[src/rtl/uart_dft_pkg.sv]
// Shared opcodes, response bytes and FSM state encoding for the UART/DFT command path.
package uart_dft_pkg;

  typedef logic [7:0] byte_t;

  localparam byte_t CMD_LED_ON  = 8'hA1;
  localparam byte_t CMD_LED_OFF = 8'hA0;
  localparam byte_t CMD_SCAN    = 8'hB0;
  localparam byte_t CMD_STATUS  = 8'hC0;

  localparam byte_t RSP_ACK = 8'h55;
  localparam byte_t RSP_NAK = 8'hEE;

  localparam logic [2:0] ST_IDLE    = 3'd0;
  localparam logic [2:0] ST_GET_ARG = 3'd1;
  localparam logic [2:0] ST_SHIFT   = 3'd2;
  localparam logic [2:0] ST_RESP    = 3'd3;
  localparam logic [2:0] ST_WAIT_TX = 3'd4;

endpackage

[src/rtl/scan_shift_seq.sv]
// Scan shift sequencer: drives scan_enable/scan_in for SCAN_LEN cycles and captures scan_out LSB first.
module scan_shift_seq
  import uart_dft_pkg::*;
#(
  parameter int SCAN_LEN = 8
) (
  input  logic  clk,
  input  logic  rst,
  input  logic  start,
  input  byte_t arg,
  input  logic  scan_out,
  output logic  scan_enable,
  output logic  scan_in,
  output logic  done,
  output byte_t capture
);

  localparam logic [2:0] LAST_IDX = 3'(SCAN_LEN - 1);

  logic [2:0] idx;
  byte_t      arg_r;
  byte_t      cap_r;

  always_ff @(posedge clk or posedge rst) begin
    if (rst) begin
      scan_enable <= 1'b0;
      scan_in     <= 1'b0;
      idx         <= 3'd0;
      arg_r       <= 8'h00;
      cap_r       <= 8'h00;
    end else if (start) begin
      scan_enable <= 1'b1;
      scan_in     <= arg[0];
      idx         <= 3'd0;
      arg_r       <= arg;
      cap_r       <= 8'h00;
    end else if (scan_enable) begin
      cap_r[idx] <= scan_out;
      if (idx == LAST_IDX) begin
        scan_enable <= 1'b0;
        scan_in     <= 1'b0;
      end else begin
        idx     <= idx + 3'd1;
        scan_in <= arg_r[idx + 3'd1];
      end
    end
  end

  // Final capture bit is merged combinationally so the controller can load it on the last shift edge.
  assign done = scan_enable && (idx == LAST_IDX);

  always_comb begin
    capture      = cap_r;
    capture[idx] = scan_out;
  end

endmodule

[src/rtl/uart_cmd_ctrl.sv]
// UART command controller: opcode decode, scan argument timeout, TX response scheduling, error tracking.
// Optional status opcode and drop counter enabled by UART_CMD_STATUS_EN.
//
// state      | meaning
// IDLE       | waiting for an opcode byte
// GET_ARG    | waiting for the scan argument byte, timeout running
// SHIFT      | scan sequencer shifting argument in / capture out
// RESP       | response byte loaded, waiting for TX to be free
// WAIT_TX    | tx_start issued, waiting for tx_busy to rise then fall
module uart_cmd_ctrl
  import uart_dft_pkg::*;
#(
  parameter int SCAN_LEN    = 8,
  parameter int TIMEOUT_CYC = 1024
) (
  input  logic       clk,
  input  logic       rst,
  input  logic [7:0] rx_data,
  input  logic       rx_valid,
  output logic [7:0] tx_data,
  output logic       tx_start,
  input  logic       tx_busy,
  output logic       led,
  output logic       scan_enable,
  output logic       scan_in,
  input  logic       scan_out,
  output logic       busy,
  output logic       err
);

  localparam int TW = $clog2(TIMEOUT_CYC + 1);

  logic [2:0]    state;
  logic [TW-1:0] to_cnt;
  logic          seen_busy;
  logic          scan_start;
  logic          scan_done;
  byte_t         capture;
  logic          drop;
  byte_t         status_byte;
  logic          status_ok;

  assign busy       = (state != ST_IDLE);
  assign scan_start = (state == ST_GET_ARG) && rx_valid;
  assign drop       = rx_valid &&
                      ((state == ST_SHIFT) || (state == ST_RESP) || (state == ST_WAIT_TX));

  scan_shift_seq #(.SCAN_LEN(SCAN_LEN)) u_scan (
    .clk         (clk),
    .rst         (rst),
    .start       (scan_start),
    .arg         (rx_data),
    .scan_out    (scan_out),
    .scan_enable (scan_enable),
    .scan_in     (scan_in),
    .done        (scan_done),
    .capture     (capture)
  );

`ifdef UART_CMD_STATUS_EN
  logic [3:0] drop_cnt;

  always_ff @(posedge clk or posedge rst) begin
    if (rst) begin
      drop_cnt <= 4'd0;
    end else if (drop && (drop_cnt != 4'hF)) begin
      drop_cnt <= drop_cnt + 4'd1;
    end
  end

  assign status_byte = {led, err, 2'b00, drop_cnt};
  assign status_ok   = 1'b1;
`else
  assign status_byte = RSP_NAK;
  assign status_ok   = 1'b0;
`endif

  always_ff @(posedge clk or posedge rst) begin
    if (rst) begin
      state     <= ST_IDLE;
      led       <= 1'b0;
      err       <= 1'b0;
      tx_data   <= 8'h00;
      tx_start  <= 1'b0;
      to_cnt    <= '0;
      seen_busy <= 1'b0;
    end else begin
      tx_start <= 1'b0;
      if (drop) err <= 1'b1;

      case (state)
        ST_IDLE: begin
          if (rx_valid) begin
            state <= ST_RESP;
            case (rx_data)
              CMD_LED_ON: begin
                led     <= 1'b1;
                tx_data <= RSP_ACK;
              end
              CMD_LED_OFF: begin
                led     <= 1'b0;
                tx_data <= RSP_ACK;
              end
              CMD_SCAN: begin
                state  <= ST_GET_ARG;
                to_cnt <= TW'(TIMEOUT_CYC - 1);
              end
              default: begin
                if ((rx_data == CMD_STATUS) && status_ok) begin
                  tx_data <= status_byte;
                end else begin
                  tx_data <= RSP_NAK;
                  err     <= 1'b1;
                end
              end
            endcase
          end
        end

        // An argument arriving on the expiry cycle takes priority over the timeout.
        ST_GET_ARG: begin
          if (rx_valid) begin
            state <= ST_SHIFT;
          end else if (to_cnt == '0) begin
            err     <= 1'b1;
            tx_data <= RSP_NAK;
            state   <= ST_RESP;
          end else begin
            to_cnt <= to_cnt - TW'(1);
          end
        end

        ST_SHIFT: begin
          if (scan_done) begin
            tx_data <= capture;
            state   <= ST_RESP;
          end
        end

        ST_RESP: begin
          if (!tx_busy) begin
            tx_start  <= 1'b1;
            seen_busy <= 1'b0;
            state     <= ST_WAIT_TX;
          end
        end

        ST_WAIT_TX: begin
          if (tx_busy) begin
            seen_busy <= 1'b1;
          end else if (seen_busy) begin
            state <= ST_IDLE;
          end
        end

        default: state <= ST_IDLE;
      endcase
    end
  end

endmodule
[config.mk]
export PLATFORM = sky130hd
export DESIGN_NAME = uart_cmd_ctrl
export DESIGN_NICKNAME = d
export VERILOG_FILES = /design/src/rtl/uart_dft_pkg.sv /design/src/rtl/scan_shift_seq.sv /design/src/rtl/uart_cmd_ctrl.sv
export SDC_FILE = /design/constraint.sdc
export NUM_CORES = 1
export LEC_CHECK = 0
export CORE_MARGIN = 2
export CORE_UTILIZATION = 51
export DETAILED_ROUTE_END_ITERATION = 8
export GPL_TIMING_DRIVEN = 0
export PLACE_DENSITY = 0.76
export SKIP_LAST_GASP = 1
export SLEW_MARGIN = 20
export SYNTH_ARGS = -nofsm -noshare
export SYNTH_HDL_FRONTEND = slang
export SYNTH_SLANG_ARGS = --single-unit
[constraint.sdc]
create_clock -name clk -period 1.8 [get_ports clk]
set_input_delay 0.36 -clock clk [delete_from_list [all_inputs] [get_ports clk]]
set_output_delay 0.36 -clock clk [all_outputs]
set_load 0.03 [all_outputs]
==> qor.yml <==
n_antenna_cell: 0
fin_crit_sh_pct: 105.1
drtIter0Drc: 208
critical_path.max_stage_delay_ps: 500
slew_headroom_pct: 65.58
r2r_setup_slack_ps: -90
gp_congestion: 0.8301
clkLatencyLatePin_ps: 300
peakVddDrop_mv: 0.9473
timing.rr.start: "u_scan.idx[0]"
clock_skew_ps: 7.450
synthCells: 242
p_leak_nw: 1.392
synth_area_leader_cell: "dfrtp_1"
area_growth_pct: 26.76
slew_viol_final: 0
die_area_um2: 5579
cts_root_buf: "clkbuf_8"
syn_nets: 258
die_h_um: 74.69
grt_pass1_wl_mm: 9.252
via_per_inst: 5.738
drt_pass1_iterations: 4
worst_slew_pin_slew_ps: 511.6
ys.flop_type: "dfrtp_1"
startpoint_type: "flip-flop"
crit_path_cell_trace: "ha_4 -> mux4_2 -> mux2_4 -> a221oi_2 -> a21oi_1"
dp_hpwl_mm: 3.877
yosys-top-cells-count: "47 x dfrtp_1, 23 x nor2_1, 17 x nand2_1"
power_mw: 5.530
io_buffers: 26
drt_drc_violations_left: 0
track_usage_pct: 21.73
crit_slowest_cell: "mux4_2"
grt_pass1_vias: 1949
synth.top_cell.area_share_pct: 46.15
place_inst: 336
layout_min_cycle_time_ps: 1892
ys_seq_area_share_pct: 46.15
cp_num_buf_inv: 0
synthArstFlopShare_pct: 100.0
num_rows: 25
antenna_found_initial: 0
htreeDepth: 2
synthesis.area_um2: 2549
start_util_pct: 53.25
cap_violations: 0
cts_tree: "yes"
hold_violations: 0
endpoint_kind: "flip-flop"
clk_path_buf_depth: 2
instances_no_fill: 355
r2r_cells: 5
multi_input_area_um2: 1415
finalSetupViolations: 3
path_max_fanout: 3
ys_ff_latch: 47
synthTopCellsByArea: "dfrtp_1 46%, mux2i_1 5.9%, mux2_2 5.7%"
yosysWarnings: 0
die_width_um: 74.69
synth.avg_cell_area_um2: 10.53
dr_total_vias: 2037
overflow: 0
route.antenna.remaining_nets: 0
fmax_ghz: 0.5284
synth-edff-count: 0
clk_pin_slew_worst_paths_ps: 90
nets: 303
drive_gt1_share_pct: 26.39
routedWlPerCell_um: 15.81
final_core_util_pct: 67.50
arrival_ps: 2080
hold_class: "input pin to asynchronous set/reset pin"
wl_mm: 5.611
final-seq-area_um2: 1181
status: "complete, but fails checks"
finalSetupTns_ps: -143.1
yosysUniqueCellTypes: 56
fill_cells: 368
r2r-end: "u_scan.scan_in"
fp.coreArea_um2: 4786
crit_type: "flip-flop to flip-flop"
crit_required_ps: 1980
violations: "negative setup slack"
yosys.cell_count.top_type: "dfrtp_1"
fin_ws_ps: -92.46
cts_num_sinks: 47
rsz0062_at_grt: "true"
grt_max_degree: 35
critPathTopFamily: "multiplexers"
ios: 27
pre_cts_ws_ps: -520.2
power_density_nw_per_um2: 1712
cts_inserted_buffers: 5
## how the worst max path moves through the flow
stage	slack (ps)	end	start	cells past startpoint
after floorplan	-20	u_scan.scan_in	u_scan.idx[0]	5
after global placement	-630	tx_data[3]	rst	2
after detailed placement	-520	tx_data[1]	rx_data[0]	6
after CTS	-110	u_scan.scan_in	u_scan.idx[0]	5
after global routing	-170	u_scan.scan_in	u_scan.idx[0]	5
final	-90	u_scan.scan_in	u_scan.idx[0]	5
## registers in the layout (all words and copies together) (netlist names)
name                flops
seen_busy               1
u_scan.scan_enable      1
tx_data                 8
led                     1
err                     1
u_scan.idx              3
tx_start                1
u_scan.scan_in          1
to_cnt                 11
u_scan.arg_r            8
u_scan.cap_r            8
state                   3
## worst reg2reg max path, cell delays in order (launching register included)
cell	delay, ps
dfrtp_2	440
ha_4	300
mux4_2	500
mux2_4	280
a221oi_2	210
a21oi_1	60
## power by group
group / total [mW] / switching [mW] / internal, mW
clock: 0.698 / 0.347 / 0.351
sequential: 1.91 / 0.401 / 1.51
combinational: 2.92 / 1.48 / 1.45
## layout make-up
cell class	instances	area share, %
plain buffers	12	2.208
clock buffers	8	3.098
inverters	8	0.9295
multi-input cells	176	43.80
flip-flops and latches	47	36.56
well taps	67	2.595
repair buffers	37	10.81
## timing repair
action | in CTS | in global routing
buffers inserted | 3 | 7
pin swaps | 9 | 14
cloned | 1 | 0
resized for setup | 14 | 30
hold buffers | 0 | 0
setup endpoints to repair | 22 | 37
hold endpoints to repair | 0 | 0
## cells in the final DEF (no fill, tap or decap), types with 5 or more instances in the layout
master	synthesis	layout
dfrtp_1	47	43
nor2_1	23	22
clkdlybuf4s50_1	0	21
nand2_1	17	16
mux2i_1	15	15
buf_4	1	12
mux2_2	13	12
nand3_1	12	11
inv_1	8	7
nor3_1	7	7
clkbuf_8	0	7
clkbuf_1	7	6
xor2_1	5	5
nand4_1	4	5
## per-stage QoR
| stage | area (um2) | hold slack [ps] |
|---|---|---|
| floorplan | 2567 | 441.9 |
| global placement | 2912 | 451.0 |
| detailed placement | 2932 | 456.2 |
| CTS | 3072 | 345.0 |
| global route | 3231 | 367.1 |
| finish | 3231 | 331.1 |
## logic make-up (layout without fill, tap and decap cells)
logic type               count (synthesis)  in the layout  share of synthesized area, %
buffers and inverters                   20             65                         3.535
XOR/XNOR                                 7              7                         2.406
flip-flops                              47             47                         46.15
AO/OA/AOI/OAI                           38             38                         11.63
adder cells (fa/ha/maj)                  3              3                         1.473
multiplexers                            30             30                         13.40
AND/OR/NAND/NOR                         97             98                         21.40
## per-layer routing
layer | global-route usage [%] | routed length, um | vias up
li1 | - | - | 972
met1 | 29.81 | 2570 | 1001
met2 | 35.30 | 2700 | 54
met3 | 4.552 | 253 | 10
met4 | 5.952 | 86 | 0
met5 | 0 | 0 | -
(Power assumes the default switching activity.)
